File: src/rtl/uart_frame_arbiter.sv
// Round-robin arbiter that serialises per-requester byte frames onto one UART
// transmit stream, prefixing each frame with a header byte 8'h80 | grant index.
module uart_frame_arbiter #(
  parameter int unsigned REQ_COUNT = 16,
  parameter int unsigned TIMEOUT   = 1024,
  localparam int unsigned IDX_W    = $clog2(REQ_COUNT)
) (
  input  logic                   clk_i,
  input  logic                   arst_i,
  input  logic [REQ_COUNT-1:0]   req_valid_i,
  input  logic [REQ_COUNT*8-1:0] req_data_i,
  input  logic [REQ_COUNT-1:0]   req_last_i,
  output logic [REQ_COUNT-1:0]   req_ready_o,
  output logic                   tx_valid_o,
  output logic [7:0]             tx_data_o,
  input  logic                   tx_ready_i,
  output logic                   busy_o,
  output logic [IDX_W-1:0]       grant_idx_o,
  output logic                   abort_o
);

  localparam int unsigned CNT_W = $clog2(TIMEOUT + 1);

  typedef enum logic [1:0] {
    IDLE    = 2'd0,
    HEADER  = 2'd1,
    PAYLOAD = 2'd2
  } state_t;

  state_t             state_q, state_d;
  logic [IDX_W-1:0]   grant_q, last_grant_q;
  logic [CNT_W-1:0]   stall_q;
  logic               abort_q;

  logic [7:0]         req_bytes [REQ_COUNT];
  logic               g_valid, g_last, pay_hs, frame_end, timeout;
  logic [IDX_W-1:0]   win_idx;
  logic               win_found;
  int unsigned        cand;

  for (genvar k = 0; k < int'(REQ_COUNT); k++) begin : g_bytes
    assign req_bytes[k] = req_data_i[8*k +: 8];
  end

  assign g_valid   = req_valid_i[grant_q];
  assign g_last    = req_last_i[grant_q];
  assign pay_hs    = (state_q == PAYLOAD) && g_valid && tx_ready_i;
  assign frame_end = pay_hs && g_last;
  assign timeout   = (state_q == PAYLOAD) && !g_valid && (stall_q == CNT_W'(TIMEOUT - 1));

  // Round-robin search starting just above the most recent grant, wrapping.
  always_comb begin
    win_found = 1'b0;
    win_idx   = '0;
    cand      = 0;
    for (int unsigned i = 0; i < REQ_COUNT; i++) begin
      cand = 32'(last_grant_q) + 32'd1 + i;
      if (cand >= REQ_COUNT) cand = cand - REQ_COUNT;
      if (!win_found && req_valid_i[IDX_W'(cand)]) begin
        win_found = 1'b1;
        win_idx   = IDX_W'(cand);
      end
    end
  end

  always_ff @(posedge clk_i or posedge arst_i) begin
    if (arst_i) state_q <= IDLE;
    else        state_q <= state_d;
  end

  always_comb begin
    state_d = state_q;
    unique case (state_q)
      IDLE:    if (win_found) state_d = HEADER;
      HEADER:  if (tx_ready_i) state_d = PAYLOAD;
      PAYLOAD: if (frame_end || timeout) state_d = IDLE;
      default: state_d = IDLE;
    endcase
  end

  // Grant bookkeeping, stall counter and the abort pulse.
  always_ff @(posedge clk_i or posedge arst_i) begin
    if (arst_i) begin
      grant_q      <= '0;
      last_grant_q <= IDX_W'(REQ_COUNT - 1);
      stall_q      <= '0;
      abort_q      <= 1'b0;
    end else begin
      abort_q <= timeout;
      if (state_q == IDLE && win_found) grant_q <= win_idx;
      if (frame_end || timeout) last_grant_q <= grant_q;
      if (state_q != PAYLOAD || pay_hs || timeout) stall_q <= '0;
      else if (!g_valid)                         stall_q <= stall_q + CNT_W'(1);
    end
  end

  // Payload phase is a combinational pass-through from the granted requester.
  always_comb begin
    tx_valid_o  = 1'b0;
    tx_data_o   = 8'h00;
    req_ready_o = '0;
    busy_o      = (state_q != IDLE);
    unique case (state_q)
      HEADER: begin
        tx_valid_o = 1'b1;
        tx_data_o  = 8'h80 | 8'(grant_q);
      end
      PAYLOAD: begin
        tx_valid_o           = g_valid;
        tx_data_o            = req_bytes[grant_q];
        req_ready_o[grant_q] = tx_ready_i;
      end
      default: ;
    endcase
  end

  assign abort_o     = abort_q;
  assign grant_idx_o = grant_q;

endmodule

File: config.mk
export PLATFORM = sky130hd
export DESIGN_NAME = uart_frame_arbiter
export DESIGN_NICKNAME = d
export VERILOG_FILES = /design/src/rtl/uart_frame_arbiter.sv
export SDC_FILE = /design/constraint.sdc
export NUM_CORES = 1
export LEC_CHECK = 0
export BUFFER_PORTS_ARGS = -buffer_cell sky130_fd_sc_hd__buf_2
export CORE_MARGIN = 2
export CORE_UTILIZATION = 45
export CTS_CLUSTER_SIZE = 14
export DETAILED_ROUTE_END_ITERATION = 6
export GPL_TIMING_DRIVEN = 1
export HOLD_SLACK_MARGIN = 0.12
export PLACE_DENSITY_LB_ADDON = 0.1
export SLEW_MARGIN = 20
export SYNTH_ARGS = -nofsm -noshare
export SYNTH_HDL_FRONTEND = slang
export SYNTH_SLANG_ARGS = --single-unit
export TNS_END_PERCENT = 1
File: constraint.sdc
create_clock -name clk_i -period 11.95 [get_ports clk_i]
set_input_delay 2.39 -clock clk_i [delete_from_list [all_inputs] [get_ports clk_i]]
set_output_delay 2.39 -clock clk_i [all_outputs]
set_load 0.005 [all_outputs]
== Word level (Yosys, flattened, before mapping) ==
Cells that the tools add are included.

* Input port bits: 163
* Output and inout bits: 31
* Logic and storage cells: 225
* Flip-flop bits (word level): 22

* Add/sub/neg operators: 33
* Reduce and logical (&&, ||, !) cells: 44
* Magnitude comparators: 35
* Muxes and demuxes: 98
* Equality and inequality tests: 8
* Bitwise gates (word level): 2

{| class="wikitable"
|+ Operator list
! operator !! number
|-
| two-way mux 4 bit || 32
|-
| greater-or-equal comparator 6 x 5 -> 1 bit, second input constant || 15
|-
| less-than comparator 4 x 5 -> 1 bit, second input constant || 17
|-
| binary-select mux 1 bit (select 4 bit) || 18
|-
| subtractor 4 x 1 -> 4 bit, second input constant || 16
|-
| adder 5 x 4 -> 6 bit, second input constant || 8
|-
| two-way mux 1 bit || 35
|-
| binary-select mux 8 bit (select 4 bit) || 1
|-
| adder 5 x 3 -> 6 bit, second input constant || 4
|-
| logical AND 1 bit || 22
|-
| two-way mux 11 bit || 2
|-
| AND 16 bit || 1
|-
| logical NOT 1 bit || 16
|-
| two-way mux 16 bit || 1
|-
| two-way mux 8 bit || 2
|-
| one-hot mux 8 bit (2 select lines) || 1
|-
| adder 5 x 2 -> 6 bit, second input constant || 2
|-
| adder 11 x 1 -> 11 bit, second input constant || 1
|-
| equality test 11 x 10 -> 1 bit, second input constant || 1
|-
| greater-or-equal comparator 5 bit, second input constant || 2
|-
| adder 5 x 1 -> 6 bit, second input constant || 1
|-
| two-way mux 2 bit || 3
|-
| != test 2 bit, second input constant || 3
|-
| one-hot mux 2 bit (3 select lines) || 1
|-
| 12 further kinds || 15
|}

== Logic depth before layout (Yosys ltp) ==
* Word-level depth: 53
* Mapped depth: 20
* Gate-level depth less buffers: 12

== Worst setup path before layout ==
Ideal clock, no wire load.

* Kind: input -> output
* From: input port req_valid_i[15]
* To: output port tx_valid_o
* Stages on the path: 4
* Data arrival time: 3568 ps
* Path buffers: 0
* Slack: 5992 ps
* Required time: 9560 ps
* Cell sequence: mux4_2 mux4_2 a21oi_1 nor2b_1

* Longest elaborated chain between the ends: 3

{| class="wikitable"
|+ Ends and longest elaborated chain
! item !! line !! RTL
|-
| start, declared || 10 || <nowiki>input logic [REQ_COUNT-1:0] req_valid_i,</nowiki>
|-
| binary-select mux 1 bit (select 4 bit) || 45 || <nowiki>assign g_valid = req_valid_i[grant_q];</nowiki>
|-
| two-way mux 1 bit (not written as such) || 45 ||
|-
| one-hot mux 1 bit (2 select lines) || 103 || <nowiki>unique case (state_q)</nowiki>
|-
| end, declared || 14 || <nowiki>output logic tx_valid_o,</nowiki>
|}

No other way between the ends. The select of a mux whose other input is x is not followed.

== Worst setup path in the final report ==
Same ends and word-level chain as after synthesis.

==> results list <==
- Maximum root-to-sink buffer count: 2
- Hold path cells: 1
- Launch point of the worst reg-to-reg path: last_grant_q[0]
* Count of standard-cell rows: 37
- Worst-case headroom to the max-slew limit: 0.320
- For this block, the via count after detailed routing is 5,211.
- The die is 107 um wide.
- Arrival time of data at the critical path endpoint: 3.92 ns
* Multiplexer share of the synthesized area: 0.406
- The most used flip-flop cell after synthesis is dfrtp_1.
* Final worst path period need: 6.31 ns
- Critical path fanouts, max: 6
- In the final timing run, aggregate negative setup slack is 0 ns.
- In this run the number of H-tree levels came out at 1.
* Post-detailed-route count of antenna-violating nets: 0
* Combined area of the multi-input logic cells: 0.00398 mm^2
- Core Box Area: 0.0104 mm^2
- Number of detailed-route iterations in the first pass: 5
- Static timing analysis puts the maximum clock frequency at 158 MHz.
- Fin. max-slew vios: 0
- HP Class: reg2reg
* Wirelength, routed: 16,400 um
* Startpoint types: primary input
- Clock-pin slew was measured on the worst setup and hold paths at 0.09 ns.
- Crit path kind: in2out
- For this run, the slowest stage of the critical path takes 0.57 ns.
* Number of vias per cell after detailed routing: 6.26
- Cells along the critical path: buf_2, mux4_2, mux4_2, a21oi_1, nor2b_1, buf_2
- Violation count after the first detailed-route iteration: 388
- Port buffering added 193 buffers.
- Effective utilization at floorplan: 0.464
- Total global-route track usage: 0.274
- Post-CTS repair changed the size of 0 cells.
- Area fraction in compound gates after synthesis: 0.161
- Worst slack, placed: 5.63 ns
- Once routing completed, OpenROAD measured the worst setup slack at 5.64 ns.
* Number of register bits inferred by synthesis: 22
* Number of remaining DRC errors: 0
- Clock tree from TritonCTS: built
- The congestion estimate from routability-driven global placement came to 1.01.
- After synthesis, the share of flip-flops with an asynchronous set or reset is 1.00.
- Worst Hold Path EP: stall_q[0]
- The filler cells instantiated in the layout total 985.
* Antenna diode instance count: 0
- The sequential cells in the finished layout cover a total of 558 um^2.
- In the final layout, the share of cells above drive strength 1 is 0.443.
- Buffers added to address setup during post-CTS repair amount to 0.
- For this run, the register share of the synthesized area comes to 0.115.
* Floorplan die area: 0.0115 mm^2
- Clock root buffer: clkbuf_8
- Unrepaired setup endpoints after global routing: no
* Count of different cell masters after synthesis: 76
* Number of failing hold endpoints at the final stage: 0
- # hold bufs at CTS: 0
* IO Count: 194
- Dividing the final minimum period by the clock period gives 0.528.
- Syn_area_per_cell: 9.08 um^2
- Top cell type's share of synthesized area: 0.271
- The die is 107 um tall.
- For this design, the sink count on the clock tree is 22.
- Slew @ Worst Pin: 1.02 ns
- Number of enable-type register cells in the synthesized netlist: 0
* Number of warnings printed during yosys synthesis: 0
- Layout Skew: 0.00926 ns
- Once detailed placement completed, the half-perimeter wirelength came to 13,300 um.
- The first global-routing pass estimated 25,100 um of wire.
- Buffers & Inverters on Critical Path: 2
* Vias in the first global route: 4,993
- Entering global routing, the biggest net connects 49 pins.
- The biggest area contributor in the post-synthesis netlist is mux4_2.
* Fraction of the mapped netlist area in simple logic gates: 0.208
* Max Cap Violations: 0
* Worst-case reg-to-reg path depth: 13
- Xor-xnor portion of the synthesized cell area: 0.0320
- Final-report setup violation count: 0
- At the worst endpoint, the required time is 9.56 ns.
- The run finished with clean final reports.
- Worst Min Path Start: stall_q[0]
* Number of clock buffers inserted by TritonCTS: 3
* Largest family of logic cells by synthesized area: multiplexers
* Total nets after synthesis: 700
- Critical Path Slowest Stage Cell: mux4_2
* Adder-cell area share of the yosys netlist: 0.0182
- Biggest area contributors in the synthesized netlist: mux4_2, dfrtp_1, mux2i_1
* Mapped cell area: 0.00481 mm^2
* Gate Count Post-Synth: 530
* Final Net Count: 868
- Summed over all layers, the global routing overflow is 0.
* Most frequent standard cell in the layout excluding fill and tap cells: buf_2
- Clock latency on the worst-skew pair, taken at its later pin, is 0.27 ns.
* Reg-to-Reg End: grant_idx_o[3]
- Compared with the post-synthesis result, the final layout area differs by 21.8%.
- In this design, the largest share of critical-path delay is due to multiplexers.
* R2r setup slk: 6.03 ns
* Critical path endpoint category: output port
* Routed WL per cell: 19.7 um
- Antenna violations before repair: 0
- Highest-count cells in the layout ignoring fill and taps: buf_2, mux4_2, nand2_1, nor2_1, o21ai_0
## metal layers
layer | wire [um] | share of wire | vias to the layer above | track usage
li1 | - | - | 2408 | -
met5 | 0 | 0 | - | 0
met3 | 1070 | 0.065 | 18 | 0.0254
met4 | 193 | 0.012 | 0 | 0.0549
met1 | 7240 | 0.44 | 2551 | 0.403
met2 | 7890 | 0.48 | 234 | 0.442
## worst reg2reg max path: stages, from the launching register on
cell and delay, ns:
dfstp_2 0.96, inv_2 0.37, ha_1 0.84, buf_4 0.45, mux2_2 0.41, mux2i_1 0.28
mux2i_1 0.27, mux2i_4 0.28, nand3_2 0.12, or4_4 0.65, or4_1 0.54, o22a_1 0.22
a311oi_1 0.33, nor2_1 0.08
## flip-flops by register name, indices dropped and copies added (netlist names)
| signal | count |
|---|---|
| abort_o | 1 |
| stall_q | 11 |
| state_q | 2 |
| grant_idx_o | 4 |
| last_grant_q | 4 |
## layout make-up
class | count | area share
Timing Repair Buffer | 199 | 0.173
Multi-Input combinational cell | 448 | 0.678
Inverter | 24 | 0.0154
Sequential cell | 22 | 0.0952
Tap cell | 136 | 0.0290
Clock buffer | 4 | 0.00939
## synth_stat cells (8+ instances only)
master    number
mux4_2        58
nand2_1       51
nor2_1        37
o21ai_0       32
mux2i_1       31
mux2_2        25
a21oi_1       23
inv_1         23
dfrtp_1       18
nor3_1        17
clkbuf_1      15
nand3_1       15
nor2b_1       11
buf_1          9
nand4_1        8
xnor2_1        8
## logic make-up after synthesis
kind of cell | count (synthesis)
fa+ha+maj | 7
flops | 22
buf+inv | 60
xor+xnor | 15
compound gates | 118
simple gates | 191
mux | 117
## stage by stage
step | std cells | util | hold WS, ns | cell area, um^2
after floorplan | 530 | - | 0.479 | 4810
after global placement | 829 | 0.560 | 0.513 | 5810
after detailed placement | 829 | 0.560 | 0.509 | 5810
after CTS | 833 | 0.565 | 0.523 | 5860
after global routing | 833 | 0.565 | 0.558 | 5860
final | 833 | 0.565 | 0.526 | 5860
## worst max path at each step
| stage | start | end | slack [ns] | depth (start not counted) |
|---|---|---|---|---|
| after floorplan | req_valid_i[15] | tx_valid_o | 5.99 | 4 |
| after global placement | req_valid_i[15] | tx_valid_o | 5.66 | 6 |
| after detailed placement | req_valid_i[15] | tx_valid_o | 5.63 | 6 |
| after CTS | req_valid_i[15] | tx_valid_o | 5.63 | 6 |
| after global routing | req_valid_i[3] | tx_valid_o | 5.55 | 6 |
| final | req_valid_i[15] | tx_valid_o | 5.64 | 6 |
Power is left out: the tool's default activity adds up to more than one toggle a clock period on the data nets, which glitch-free logic cannot reach.
